### src/rtl/npu_dot_sequencer.sv
// npu_dot_sequencer
// Drives operand pairs into a dual-multiply-add DSP, tracks its pipeline
// latency with a tag shift register, and accumulates the returned dout
// beats into one dot-product result per in_last-delimited vector.
// Optional feature macro: NPU_DOT_SAT_EN (saturating accumulate plus a
// sticky acc_sat output). The default build wraps modulo 2^ACC_W.
module npu_dot_sequencer #(
    parameter int DSP_LAT = 2,
    parameter int ACC_W   = 48,
    parameter int CNT_W   = 16
) (
    input  logic                    clk,
    input  logic                    reset,
    input  logic                    in_valid,
    output logic                    in_ready,
    input  logic signed [17:0]      in_a0,
    input  logic signed [17:0]      in_b0,
    input  logic signed [17:0]      in_a1,
    input  logic signed [17:0]      in_b1,
    input  logic                    in_last,
    output logic signed [17:0]      dsp_a0,
    output logic signed [17:0]      dsp_b0,
    output logic signed [17:0]      dsp_a1,
    output logic signed [17:0]      dsp_b1,
    output logic                    dsp_ce,
    output logic                    dsp_reset,
    input  logic signed [36:0]      dsp_dout,
    output logic                    acc_valid,
    input  logic                    acc_ready,
`ifdef NPU_DOT_SAT_EN
    output logic                    acc_sat,
`endif
    output logic signed [ACC_W-1:0] acc_data,
    output logic        [CNT_W-1:0] acc_beats
);

    typedef struct packed {
        logic v;
        logic last;
    } tag_t;

    typedef struct packed {
        logic signed [17:0] a0;
        logic signed [17:0] b0;
        logic signed [17:0] a1;
        logic signed [17:0] b1;
    } ops_t;

    logic                    advance;
    logic                    dsp_reset_q;
    ops_t                    ops_q, ops_d;
    tag_t                    op_tag_q, op_tag_d;
    tag_t                    tag_q [DSP_LAT];
    tag_t                    tag_d [DSP_LAT];
    tag_t                    exit_tag;
    logic signed [ACC_W-1:0] dout_ext;
    logic signed [ACC_W-1:0] sum;
    logic signed [ACC_W-1:0] acc_q, acc_d;
    logic        [CNT_W-1:0] cnt_q, cnt_d;
    logic        [CNT_W-1:0] cnt_inc;
    logic                    res_valid_q, res_valid_d;
    logic signed [ACC_W-1:0] res_data_q, res_data_d;
    logic        [CNT_W-1:0] res_beats_q, res_beats_d;
`ifdef NPU_DOT_SAT_EN
    localparam logic signed [ACC_W-1:0] ACC_MAX = {1'b0, {(ACC_W-1){1'b1}}};
    localparam logic signed [ACC_W-1:0] ACC_MIN = {1'b1, {(ACC_W-1){1'b0}}};
    logic        [ACC_W:0]   sum_wide;
    logic                    clip;
    logic                    sat_q, sat_d;
    logic                    res_sat_q, res_sat_d;
`endif

    // The whole pipeline (operands, tags, DSP via ce) moves only when the
    // result slot can take a new value; reset and the DSP reset hold it still.
    assign advance  = (!res_valid_q || acc_ready) && !reset && !dsp_reset_q;
    assign dsp_ce   = advance;
    assign in_ready = advance;

    assign exit_tag = tag_q[DSP_LAT-1];
    assign dout_ext = ACC_W'(dsp_dout);
    assign cnt_inc  = cnt_q + CNT_W'(1);

    assign dsp_a0    = ops_q.a0;
    assign dsp_b0    = ops_q.b0;
    assign dsp_a1    = ops_q.a1;
    assign dsp_b1    = ops_q.b1;
    assign dsp_reset = dsp_reset_q;
    assign acc_valid = res_valid_q;
    assign acc_data  = res_data_q;
    assign acc_beats = res_beats_q;
`ifdef NPU_DOT_SAT_EN
    assign acc_sat   = res_sat_q;
`endif

    // Launch operands (or a zero bubble) and shift the tag alongside the DSP pipeline
    always_comb begin
        // NOTE: every target gets a default first, so no path leaves a latch behind.
        ops_d    = ops_q;
        op_tag_d = op_tag_q;
        tag_d    = tag_q;
        if (advance) begin
            if (in_valid) begin
                ops_d.a0 = in_a0;
                ops_d.b0 = in_b0;
                ops_d.a1 = in_a1;
                ops_d.b1 = in_b1;
            end else begin
                ops_d = '0;
            end
            op_tag_d.v    = in_valid;
            op_tag_d.last = in_valid && in_last;
            tag_d[0]      = op_tag_q;
            for (int i = 1; i < DSP_LAT; i++) begin
                tag_d[i] = tag_q[i-1];
            end
        end
    end

    // Add the sign-extended DSP result to the running sum (wrapping or clipping)
    always_comb begin
`ifdef NPU_DOT_SAT_EN
        sum_wide = {acc_q[ACC_W-1], acc_q} + {dout_ext[ACC_W-1], dout_ext};
        clip     = sum_wide[ACC_W] != sum_wide[ACC_W-1];
        if (!clip) begin
            sum = sum_wide[ACC_W-1:0];
        end else if (sum_wide[ACC_W]) begin
            sum = ACC_MIN;
        end else begin
            sum = ACC_MAX;
        end
`else
        sum = acc_q + dout_ext;
`endif
    end

    // Fold valid exiting beats into the accumulator; a last beat loads the result slot
    always_comb begin
        acc_d       = acc_q;
        cnt_d       = cnt_q;
        res_valid_d = res_valid_q && !acc_ready;
        res_data_d  = res_data_q;
        res_beats_d = res_beats_q;
`ifdef NPU_DOT_SAT_EN
        sat_d       = sat_q;
        res_sat_d   = res_sat_q;
`endif
        if (advance && exit_tag.v) begin
            if (exit_tag.last) begin
                res_valid_d = 1'b1;
                res_data_d  = sum;
                res_beats_d = cnt_inc;
                acc_d       = '0;
                cnt_d       = '0;
`ifdef NPU_DOT_SAT_EN
                res_sat_d   = sat_q || clip;
                sat_d       = 1'b0;
`endif
            end else begin
                acc_d = sum;
                cnt_d = cnt_inc;
`ifdef NPU_DOT_SAT_EN
                sat_d = sat_q || clip;
`endif
            end
        end
    end

    // State registers with synchronous reset
    always_ff @(posedge clk) begin
        // NOTE: state is updated with non-blocking assignments so every flop
        // samples the pre-edge value of its neighbours.
        if (reset) begin
            dsp_reset_q <= 1'b1;
            ops_q       <= '0;
            op_tag_q    <= '0;
            // NOTE: every tag stage is cleared so beats in flight at reset are
            // discarded rather than accumulated into the next vector.
            for (int i = 0; i < DSP_LAT; i++) begin
                tag_q[i] <= '0;
            end
            acc_q       <= '0;
            cnt_q       <= '0;
            res_valid_q <= 1'b0;
            res_data_q  <= '0;
            res_beats_q <= '0;
`ifdef NPU_DOT_SAT_EN
            sat_q       <= 1'b0;
            res_sat_q   <= 1'b0;
`endif
        end else begin
            dsp_reset_q <= 1'b0;
            ops_q       <= ops_d;
            op_tag_q    <= op_tag_d;
            tag_q       <= tag_d;
            acc_q       <= acc_d;
            cnt_q       <= cnt_d;
            res_valid_q <= res_valid_d;
            res_data_q  <= res_data_d;
            res_beats_q <= res_beats_d;
`ifdef NPU_DOT_SAT_EN
            sat_q       <= sat_d;
            res_sat_q   <= res_sat_d;
`endif
        end
    end

endmodule

### config.mk
export PLATFORM = sky130hd
export DESIGN_NAME = npu_dot_sequencer
export DESIGN_NICKNAME = d
export VERILOG_FILES = /design/src/rtl/npu_dot_sequencer.sv
export SDC_FILE = /design/constraint.sdc
export NUM_CORES = 1
export LEC_CHECK = 0
export CORE_AREA = 3 3 122 170
export CTS_CLUSTER_DIAMETER = 150
export CTS_CLUSTER_SIZE = 12
export DETAILED_ROUTE_END_ITERATION = 6
export DIE_AREA = 0 0 125 173
export GPL_ROUTABILITY_DRIVEN = 0
export PLACE_DENSITY = 0.87
export SYNTH_ARGS = -nofsm -noshare
export SYNTH_HDL_FRONTEND = slang
export SYNTH_SLANG_ARGS = --single-unit
### constraint.sdc
create_clock -name clk -period 5.6 [get_ports clk]
set_input_delay 0.56 -clock clk [delete_from_list [all_inputs] [get_ports clk]]
set_output_delay 0.56 -clock clk [all_outputs]
set_load 0.03 [all_outputs]
==> metrics.md <==
| Metric | Value |
|---|---|
| Reg2reg end | acc_q[44] |
| Actual transition at the worst max-transition pin | 1.12 ns |
| CTS Hold Bufs | 0 |
| Maximum frequency from static timing analysis | 270 MHz |
| Height of the chip | 173 um |
| Total clock sinks | 208 |
| Final setup viols | 0 |
| Power density normalized to cell area | 229 nW/um2 |
| Total negative slack for setup checks | 0 ns |
| Hold path endpoint | dsp_a0[6] |
| Crit path launch | acc_ready |
| GRT busiest layer | met2 |
| Most common cell on crit path | clkdlybuf4s50_1 |
| Type of destination of the critical path | output port |
| P_sw | 0.000758 W |
| Clock tree from TritonCTS | yes |
| Async S/R FF share, synth | 0 |
| Total routed wirelength | 30400 um |
| Rows | 60 |
| Number of failing hold endpoints at the final stage | 0 |
| Element type at the critical path start | input pin |
| Number of buffers inserted during clock tree synthesis | 21 |
| Post-CTS setup buffers | 0 |
| Effective utilization at floorplan | 0.535 |
| Met3 Usage GRT | 0.0881 |
| CTS Root Buffer Type | clkbuf_16 |
| Global routing met2 resource utilization | 0.483 |
| Final worst clock skew | 0.00753 ns |
| Max-slew violation count | 0 |
| Peak VDD IR | 0.221 mV |
| First-pass iteration count of the detailed router | 5 |
| Largest net degree at the start of global routing | 91 |
| Number of cells upsized or downsized after cts | 0 |
| R2R Path Start | acc_q[0] |
| Leftover overflow at the end of global routing | 0 |
| Clock Tree Buf Depth | 3 |
| Area growth, synth to finish | 29.1% |
| H-Tree Level Count | 1 |
| Net count, final | 1645 |
| Launch instance of the worst min-delay path | reset |
| Largest incremental delay on the critical path | 0.81 ns |
| Register bit count reported by yosys | 208 |
| Maximum fanout count along the critical path | 80 |
| Part of the total power dissipated in the clock network | 0.396 |
| Netlist Area Pre-Place | 10400 um2 |
| Clock edge transition at the registers on the reported setup and hold paths | 0.06 ns |
| R2R depth | 12 |
| Critical Path Slowest Stage Cell | clkdlybuf4s50_1 |
| Number of distinct standard cells referenced by the synthesized netlist | 69 |
| Final critical-path required period | 3.71 ns |
| Number of vias per cell after detailed routing | 5.91 |
| RSZ-0062 raised after global routing | false |
| Number of antenna violations at the first check in global routing | 2 |
| Sequential cell area fraction in the yosys report | 0.402 |
| Overall routing resource usage | 0.269 |
| Post-synthesis cell count | 1297 |
| Critical path data required time | 5.04 ns |
| Part of the total power dissipated in sequential elements | 0.492 |
| Clock latency on the worst-skew pair | 0.50 ns |
| Leakage | 5.11 nW |
| Power Internal | 0.00231 W |
| Number of warning messages in the yosys log | 0 |
| Result of the run | complete, no violations |
| Number of synthesized flops with an enable pin | 0 |
| Port-buffer cells | 253 |
| Layout cell share with drive strength beyond 1 | 0.0392 |
| Switching Share | 0.247 |
| Std-Cell Core Area | 19400 um2 |
| Util after Layout | 0.691 |
| Global-route track usage on met1 | 0.293 |
| Max-cap check violation count | 0 |
| Leading cell type in the layout, fill and taps excluded | clkdlybuf4s50_1 |
| Predominant post-synthesis flop cell | dfxtp_1 |
| ANT cells | 0 |
| Final cycle utilization of the critical path | 0.662 |
| Number of buffer and inverter instances along the worst setup path | 4 |
| Total of fill cells in the finished design | 1589 |
| Number of vias after detailed routing | 10200 |
| Final routed wire length divided by cell count | 17.6 um |
| Die outline width | 125 um |
| Path type of the worst setup path | in2out |
| Class of the tightest hold or removal check | in2reg |
| Highest-count cells in the layout ignoring fill and taps | 251 x clkdlybuf4s50_1, 208 x dfxtp_1, 193 x nand2_1, 186 x a21oi_1, 97 x nor2_1 |
| Wire length of the first global-routing pass | 49600 um |
| Number of nets with antenna violations after routing | 0 |
| Crit path DAT | 3.15 ns |
| Top Ports | 254 |
| Hold Crit Depth | 2 |
| Estimated wirelength of the detail-placed design | 21400 um |
| Reg-to-reg slack, setup | 2.57 ns |
| Ordered list of cells on the worst path | clkdlybuf4s50_1 -> nor2b_1 -> or3_2 -> inv_2 -> buf_4 -> clkdlybuf4s50_1 |
| Synth Area per Inst | 8.00 um2 |
| Hold WS | 0.385 ns |
| Residual DRC count | 0 |
| Slew Limit Headroom | 0.256 |
| Number of global-route vias before repair | 10100 |
| Number of DRC markers in iteration 0 | 626 |
| Gate power share | 0.112 |
| Number of nets in the synthesized netlist | 1460 |
| Die area | 21600 um2 |
| CP delay by family, top | buffers and inverters |
## power groups by stage
stage	Clock, W	Sequential [W]	Combinational, W
after floorplan	0	0.00157	0.000157
after CTS	0.00124	0.00151	0.000341
after detailed placement	0	0.00154	0.000339
after global routing	0.00130	0.00151	0.000369
after global placement	0	0.00154	0.000335
final	0.00122	0.00151	0.000342
## stage by stage
| stage | instances | area, um2 | total power [W] | setup slack (ns) |
|---|---|---|---|---|
| global route | 1729 | 13400 | 0.00318 | 1.80 |
| finish | 1729 | 13400 | 0.00307 | 1.89 |
| detailed placement | 1707 | 12900 | 0.00188 | 1.83 |
| global placement | 1707 | 12900 | 0.00188 | 1.93 |
| CTS | 1729 | 13400 | 0.00310 | 1.92 |
| floorplan | 1297 | 10400 | 0.00173 | 2.74 |
## synth_stat cells (all sizes together), types with 2 or more instances
cell | count | area share
inv | 17 | 0.0062
a211oi | 14 | 0.011
nor3 | 19 | 0.0092
a31oi | 6 | 0.0036
o21ai | 54 | 0.027
nand2b | 4 | 0.0024
o21bai | 6 | 0.0043
a2111oi | 3 | 0.0049
and3 | 20 | 0.012
nand2 | 196 | 0.071
mux2i | 4 | 0.0039
o31ai | 5 | 0.0041
a41o | 2 | 0.0019
a22oi | 25 | 0.018
clkbuf | 72 | 0.026
or2 | 2 | 0.0012
o21a | 3 | 0.0022
a32o | 2 | 0.0019
a221oi | 2 | 0.0023
nor3b | 3 | 0.0022
a41oi | 3 | 0.0025
nand4 | 14 | 0.0084
nor2 | 98 | 0.035
xor2 | 22 | 0.019
a21oi | 189 | 0.093
nand3 | 96 | 0.046
buf | 27 | 0.015
a2bb2oi | 7 | 0.0059
xnor2 | 32 | 0.027
a21o | 32 | 0.023
a21boi | 2 | 0.0014
or3 | 4 | 0.0024
a31o | 5 | 0.0042
dfxtp | 208 | 0.40
a22o | 17 | 0.014
and4 | 6 | 0.0053
and2 | 6 | 0.0036
o41ai | 2 | 0.0017
o211ai | 3 | 0.0022
nor2b | 7 | 0.0042
ha | 48 | 0.058
## worst max-delay path by stage
stage | to | slack [ns] | cells past startpoint
floorplan | acc_q[40] | 2.74 | 12
global placement | acc_data[47] | 1.93 | 11
detailed placement | acc_data[47] | 1.83 | 11
CTS | dsp_ce | 1.92 | 6
global route | dsp_ce | 1.80 | 6
finish | dsp_ce | 1.89 | 6
## logic make-up (layout without fill, tap and decap cells)
| kind of cell | after synthesis | in the layout | share of synthesized area |
|---|---|---|---|
| AOI/OAI and AO/OA | 388 | 388 | 0.235 |
| xor gates and xnor gates | 54 | 54 | 0.0456 |
| adders and majority gates | 49 | 49 | 0.0598 |
| buffers and inverters | 116 | 300 | 0.0477 |
| DFF | 208 | 208 | 0.402 |
| muxes | 4 | 4 | 0.00386 |
| and+or+nand+nor | 478 | 478 | 0.206 |
## layout make-up
class	count	area [um2]	area share
clock buffer	21	526	0.0393
timing repair buffer	261	2580	0.193
tap	248	310	0.0232
sequential	208	4160	0.311
clock inverter	1	8.76	0.000654
multi-input combinational	973	5730	0.428
inverter	17	63.8	0.00477
## layer usage
metal	share of wire	routed length [um]
met5	0.00069	21
met4	0.037	1120
met3	0.092	2790
met2	0.50	15300
met1	0.37	11200
## state kept, by name (all words and copies together) (netlist names), 16 cells and up
| register | cells |
|---|---|
| dsp_a0 | 18 |
| dsp_b1 | 18 |
| dsp_b0 | 18 |
| cnt_q | 16 |
| dsp_a1 | 18 |
| acc_data | 48 |
| acc_beats | 16 |
| acc_q | 48 |
No activity file was read; power rests on OpenSTA's default activity.
